### src/rtl/mod_148_timer_defs.sv
// Shared definitions for the clause 148 timer bank and its state machines.
// Holds the channel state encoding, default sizing and the default channel map.
package mod_148_timer_defs;

  typedef enum logic [1:0] {
    ST_IDLE    = 2'd0,
    ST_RUNNING = 2'd1,
    ST_EXPIRED = 2'd2
  } timer_state_t;

  localparam int DEF_NUM_TIMERS = 5;
  localparam int DEF_CNT_W      = 16;

  // Default channel assignment; durations come from the integrator.
  localparam int CH_BEACON         = 0;
  localparam int CH_BEACON_DET     = 1;
  localparam int CH_INVALID_BEACON = 2;
  localparam int CH_BURST          = 3;
  localparam int CH_TO_TIMER       = 4;

endpackage

### src/rtl/mod_148_timer_channel.sv
// One timer channel: latched duration, down-counter and IDLE/RUNNING/EXPIRED FSM.
// Outputs are registered alongside the state so they change only on clk edges.
module mod_148_timer_channel
  import mod_148_timer_defs::*;
#(
  parameter int CNT_W    = DEF_CNT_W,
  parameter bit PERIODIC = 1'b0
) (
  input  logic             clk,
  input  logic             reset_n,
  input  logic             start,
  input  logic             stop,
  input  logic [CNT_W-1:0] duration,
  output logic             done,
  output logic             not_done,
  output logic             expired
);

  timer_state_t     state_reg;
  logic [CNT_W-1:0] cnt_reg;
  logic [CNT_W-1:0] dur_reg;
  logic             done_reg;
  logic             not_done_reg;
  logic             expired_reg;

  // The counter holds the number of further edges to wait minus one, so a
  // start loads D-1 (D edges of RUNNING) and a periodic reload loads D
  // (D counting edges plus the reload edge).
  always_ff @(posedge clk) begin
    if (!reset_n) begin
      state_reg    <= ST_IDLE;
      cnt_reg      <= '0;
      dur_reg      <= '0;
      done_reg     <= 1'b0;
      not_done_reg <= 1'b0;
      expired_reg  <= 1'b0;
    end else begin
      expired_reg <= 1'b0;
      if (start) begin
        dur_reg <= duration;
        if (duration == '0) begin
          state_reg    <= ST_EXPIRED;
          cnt_reg      <= '0;
          done_reg     <= 1'b1;
          not_done_reg <= 1'b0;
          expired_reg  <= 1'b1;
        end else begin
          state_reg    <= ST_RUNNING;
          cnt_reg      <= duration - 1'b1;
          done_reg     <= 1'b0;
          not_done_reg <= 1'b1;
        end
      end else if (stop) begin
        state_reg    <= ST_IDLE;
        cnt_reg      <= '0;
        done_reg     <= 1'b0;
        not_done_reg <= 1'b0;
      end else if (state_reg == ST_RUNNING) begin
        if (cnt_reg == '0) begin
          expired_reg <= 1'b1;
          if (PERIODIC) begin
            cnt_reg <= dur_reg;
          end else begin
            state_reg    <= ST_EXPIRED;
            done_reg     <= 1'b1;
            not_done_reg <= 1'b0;
          end
        end else begin
          cnt_reg <= cnt_reg - 1'b1;
        end
      end
    end
  end

  assign done     = done_reg;
  assign not_done = not_done_reg;
  assign expired  = expired_reg;

endmodule

### src/rtl/mod_148_timer_bank.sv
// Bank of independent clause 148 timers; each channel is a separate instance
// and the bank only slices the per-channel buses.
module mod_148_timer_bank
  import mod_148_timer_defs::*;
#(
  parameter int                      NUM_TIMERS    = DEF_NUM_TIMERS,
  parameter int                      CNT_W         = DEF_CNT_W,
  parameter logic [NUM_TIMERS-1:0]   PERIODIC_MASK = '0
) (
  input  logic                        clk,
  input  logic                        reset_n,
  input  logic [NUM_TIMERS-1:0]       timer_start,
  input  logic [NUM_TIMERS-1:0]       timer_stop,
  input  logic [NUM_TIMERS*CNT_W-1:0] timer_duration,
  output logic [NUM_TIMERS-1:0]       timer_done,
  output logic [NUM_TIMERS-1:0]       timer_not_done,
  output logic [NUM_TIMERS-1:0]       timer_expired
);

  for (genvar gi = 0; gi < NUM_TIMERS; gi++) begin : g_chan
    mod_148_timer_channel #(
      .CNT_W    (CNT_W),
      .PERIODIC (PERIODIC_MASK[gi])
    ) u_chan (
      .clk      (clk),
      .reset_n  (reset_n),
      .start    (timer_start[gi]),
      .stop     (timer_stop[gi]),
      .duration (timer_duration[gi*CNT_W +: CNT_W]),
      .done     (timer_done[gi]),
      .not_done (timer_not_done[gi]),
      .expired  (timer_expired[gi])
    );
  end

endmodule

### config.mk
export PLATFORM = sky130hd
export DESIGN_NAME = mod_148_timer_bank
export DESIGN_NICKNAME = d
export VERILOG_FILES = /design/src/rtl/mod_148_timer_defs.sv /design/src/rtl/mod_148_timer_channel.sv /design/src/rtl/mod_148_timer_bank.sv
export SDC_FILE = /design/constraint.sdc
export NUM_CORES = 1
export LEC_CHECK = 0
export BUFFER_PORTS_ARGS = -buffer_cell sky130_fd_sc_hd__buf_2
export CORE_ASPECT_RATIO = 0.5
export CORE_UTILIZATION = 42
export CTS_BUF_LIST = sky130_fd_sc_hd__clkbuf_8 sky130_fd_sc_hd__clkbuf_16
export DETAILED_ROUTE_END_ITERATION = 16
export PLACE_DENSITY = 0.61
export REMOVE_ABC_BUFFERS = 1
export SETUP_SLACK_MARGIN = 0.05
export SYNTH_ARGS = -nofsm -noshare
export SYNTH_HDL_FRONTEND = slang
export SYNTH_SLANG_ARGS = --single-unit
### constraint.sdc
create_clock -name clk -period 3.05 [get_ports clk]
set_input_delay 0.305 -clock clk [delete_from_list [all_inputs] [get_ports clk]]
set_output_delay 0.305 -clock clk [all_outputs]
set_load 0.02 [all_outputs]
==> key figures <==
Detailed routing
  – Final ANT Viol Nets: 0
  – Final wirelength: 20.4 mm
  – DRT iter0 DRCs: 632
  – First-pass DRT Iterations: 5
  – Avg WL per Cell: 16.3 µm
  – DRC viols: 0
  – Vias per cell: 6.07
  – Routed vias: 7622

Finish
  – Final #Nets: 1126
  – Antenna cells: 0
  – Non-Filler Instances: 1256
  – Commonest non-fill, non-tap cell in the layout: buf_2
  – Share of cells above drive strength 1: 18.7%
  – Max FFs per register: 80
  – P&R area growth vs syn: 14.5%
  – Most frequent cells in the layout: 106 x buf_2, 95 x dfxtp_1, 87 x nor2_1

Synth
  – Synth Flop Type: dfxtp_1
  – Seq/Total Area, Yosys: 26.1%
  – Synthesized instance count: 939
  – FFs w/ async S/R, synth: 0%
  – Flops & latches, synth: 95
  – Post-synth EDFFs: 0
  – Synth warnings: 0
  – Synthesized area per cell: 7.76 µm²
  – Cell Area, Synth: 7290 µm²
  – Yosys cell types: 76

Power and ir drop
  – Pleak: 3.20 nW
  – Clk pwr share: 34.1%
  – Sw Ratio: 33.2%
  – Sequential Power Share: 38.5%
  – Sw Pwr: 1.23 mW
  – Maximum VDD drop: 0.000269 V
  – Pwr Density: 443 nW/µm²
  – Combinational power share: 27.4%
  – Int Power: 2.47 mW

Clocking
  – Clock Sinks: 95
  – Clk pin slew, worst setup/hold paths: 0.08 ns
  – Num CTS Buffers: 9
  – Clock Tree Buf Depth: 2
  – Clk Latency, worst-skew pair: 0.34 ns
  – Clock root buffer: clkbuf_16
  – CTS H-tree depth: 3
  – Number of gates resized after CTS: 0
  – CTS tree: done
  – Setup Buffers After CTS: 0
  – Hold-fix buffers at CTS: 0

STA
  – Final Setup Violations: 0
  – Final critical-path share of the clock period: 80.6%
  – Tightest Pin Transition: 0.823 ns
  – Slew HR: 45.0%
  – Clock skew: 0.0127 ns
  – Highest Clock Rate: 0.407 GHz
  – RSZ-0062 raised after global routing: false
  – Pins Over Slew Limit: 0
  – Setup_tns: 0 ns
  – Final hold vios: 0
  – Min Tclk post-route: 2.46 ns

Setup path
  – CP endpoint kind: flop
  – Critical Path RT: 3.28 ns
  – Max FO, Critical Path: 8
  – CP startpoint kind: flop
  – Crit path arrival time: 2.69 ns
  – Worst Setup Path Type: reg -> reg

Floorplanning
  – Die height: 95.2 µm
  – IO Count: 107
  – Die area: 17900 µm²
  – Core Box Area: 16700 µm²
  – Site row count: 33
  – Die extent in x: 188 µm
  – Initial core utilization: 43.7%

Place
  – Port Buf Inserts: 106
  – Placed insts: 1240
  – Final HPWL DP: 15.3 mm
  – Gpl congestion: 0.897

Global routing
  – First-pass GRT wire length: 33.6 mm
  – Vias in the first global route: 6728
  – GRT Util Overall: 22.7%
  – Initial antenna violation count: 0
  – Total grt overflow: 0
  – Largest net degree at the start of global routing: 31

Min path
  – Hold WC Path Type: in -> reg

Run status
  – Outcome: completed

Job
  – Max_cap viols: 0
[cell families after synthesis]
group	Yosys count	synth area share [%]
fa+ha+maj	10	1.72
simple gates	400	30.3
xor+xnor	64	7.69
mux	10	1.39
flops	95	26.1
compound gates	266	27.0
buf+inv	94	5.80
[power groups by stage]
stage                     Sequential [mW]  Combinational, mW  Clock, mW
after CTS                            1.42               1.00       1.29
after global routing                 1.44               1.12       1.34
after detailed placement             1.45              0.996          0
after floorplan                      1.44              0.634          0
final                                1.42               1.01       1.26
after global placement               1.45              0.986          0
[critical path, cell delays in order (launching register included)]
cell and delay (ns):
dfxtp_1 0.34, inv_1 0.06, ha_1 0.32, nor3b_1 0.28, and4_1 0.35, o21ai_0 0.27
buf_4 0.27, and4b_1 0.19, o31a_1 0.26
[path summary, 6_finish.rpt]
path                                              startpoint                            end  slack (ns)  cells past startpoint
worst max-delay path             g_chan[2].u_chan.cnt_reg[0]    g_chan[2].u_chan.cnt_reg[2]        0.59                      8
worst min-delay path                           timer_stop[3]  g_chan[3].u_chan.state_reg[1]        0.22                      2
worst max register to register   g_chan[2].u_chan.cnt_reg[0]    g_chan[2].u_chan.cnt_reg[2]        0.59                      8
worst min register to register  g_chan[0].u_chan.cnt_reg[11]   g_chan[0].u_chan.cnt_reg[11]        0.49                      2
[synth_stat cells (5+ instances only)]
cell type | n | share of area [%]
dfxtp_1 | 95 | 26
nor2_1 | 87 | 4.5
nand2_1 | 46 | 2.4
nor3_1 | 45 | 3.1
a21oi_1 | 40 | 2.7
nand3_1 | 40 | 2.7
xnor2_1 | 40 | 4.8
clkbuf_1 | 39 | 2.0
inv_1 | 34 | 1.8
nor4_1 | 34 | 2.9
o21ai_0 | 33 | 2.3
xor2_1 | 24 | 2.9
nand4_1 | 23 | 2.0
o211ai_1 | 22 | 2.3
or4_1 | 22 | 2.3
o22ai_1 | 19 | 1.6
or3_1 | 19 | 1.6
buf_4 | 15 | 1.5
a31oi_1 | 13 | 1.1
nor2b_1 | 12 | 1.0
o211a_1 | 12 | 1.6
a22oi_1 | 11 | 1.1
o31ai_1 | 11 | 1.1
ha_1 | 10 | 1.7
nand2b_1 | 10 | 0.86
o221a_2 | 10 | 1.5
a32o_1 | 9 | 1.2
and3_1 | 9 | 0.77
mux2i_1 | 9 | 1.2
o21a_1 | 9 | 0.93
o2111ai_1 | 8 | 0.96
or2_2 | 8 | 0.69
a211oi_1 | 7 | 0.72
o32ai_1 | 7 | 0.84
and2_1 | 6 | 0.51
nor4b_1 | 6 | 0.72
a2bb2oi_1 | 5 | 0.60
a31o_2 | 5 | 0.60
buf_2 | 5 | 0.34
nor3b_1 | 5 | 0.51
o31a_1 | 5 | 0.60
[routing by layer]
metal / track usage, % / share of wire (%)
met1: 31.9 / 50
met4: 4.97 / 1.1
met5: 0 / 0
met3: 3.39 / 4.6
met2: 36.6 / 44
[area by class of cell]
cell class	instances	area, µm²
fillers	1646	8340
clock buffers	9	225
flip-flops and latches	95	1900
well taps	227	284
repair buffers	134	741
inverters	34	128
multi-input cells	750	4960
clock inverters	7	101
[stage by stage]
stage	hold slack [ns]	instance area, µm²	utilization [%]	power (mW)	worst slack [ns]
after floorplan	0.422	6990	-	2.07	0.631
after global routing	0.214	8350	50.0	3.90	0.435
after detailed placement	0.475	8020	48.1	2.45	0.535
after global placement	0.473	8020	48.1	2.43	0.604
after CTS	0.210	8350	50.0	3.71	0.611
final	0.220	8350	50.0	3.70	0.591
Power figures use the tool's default switching activity.
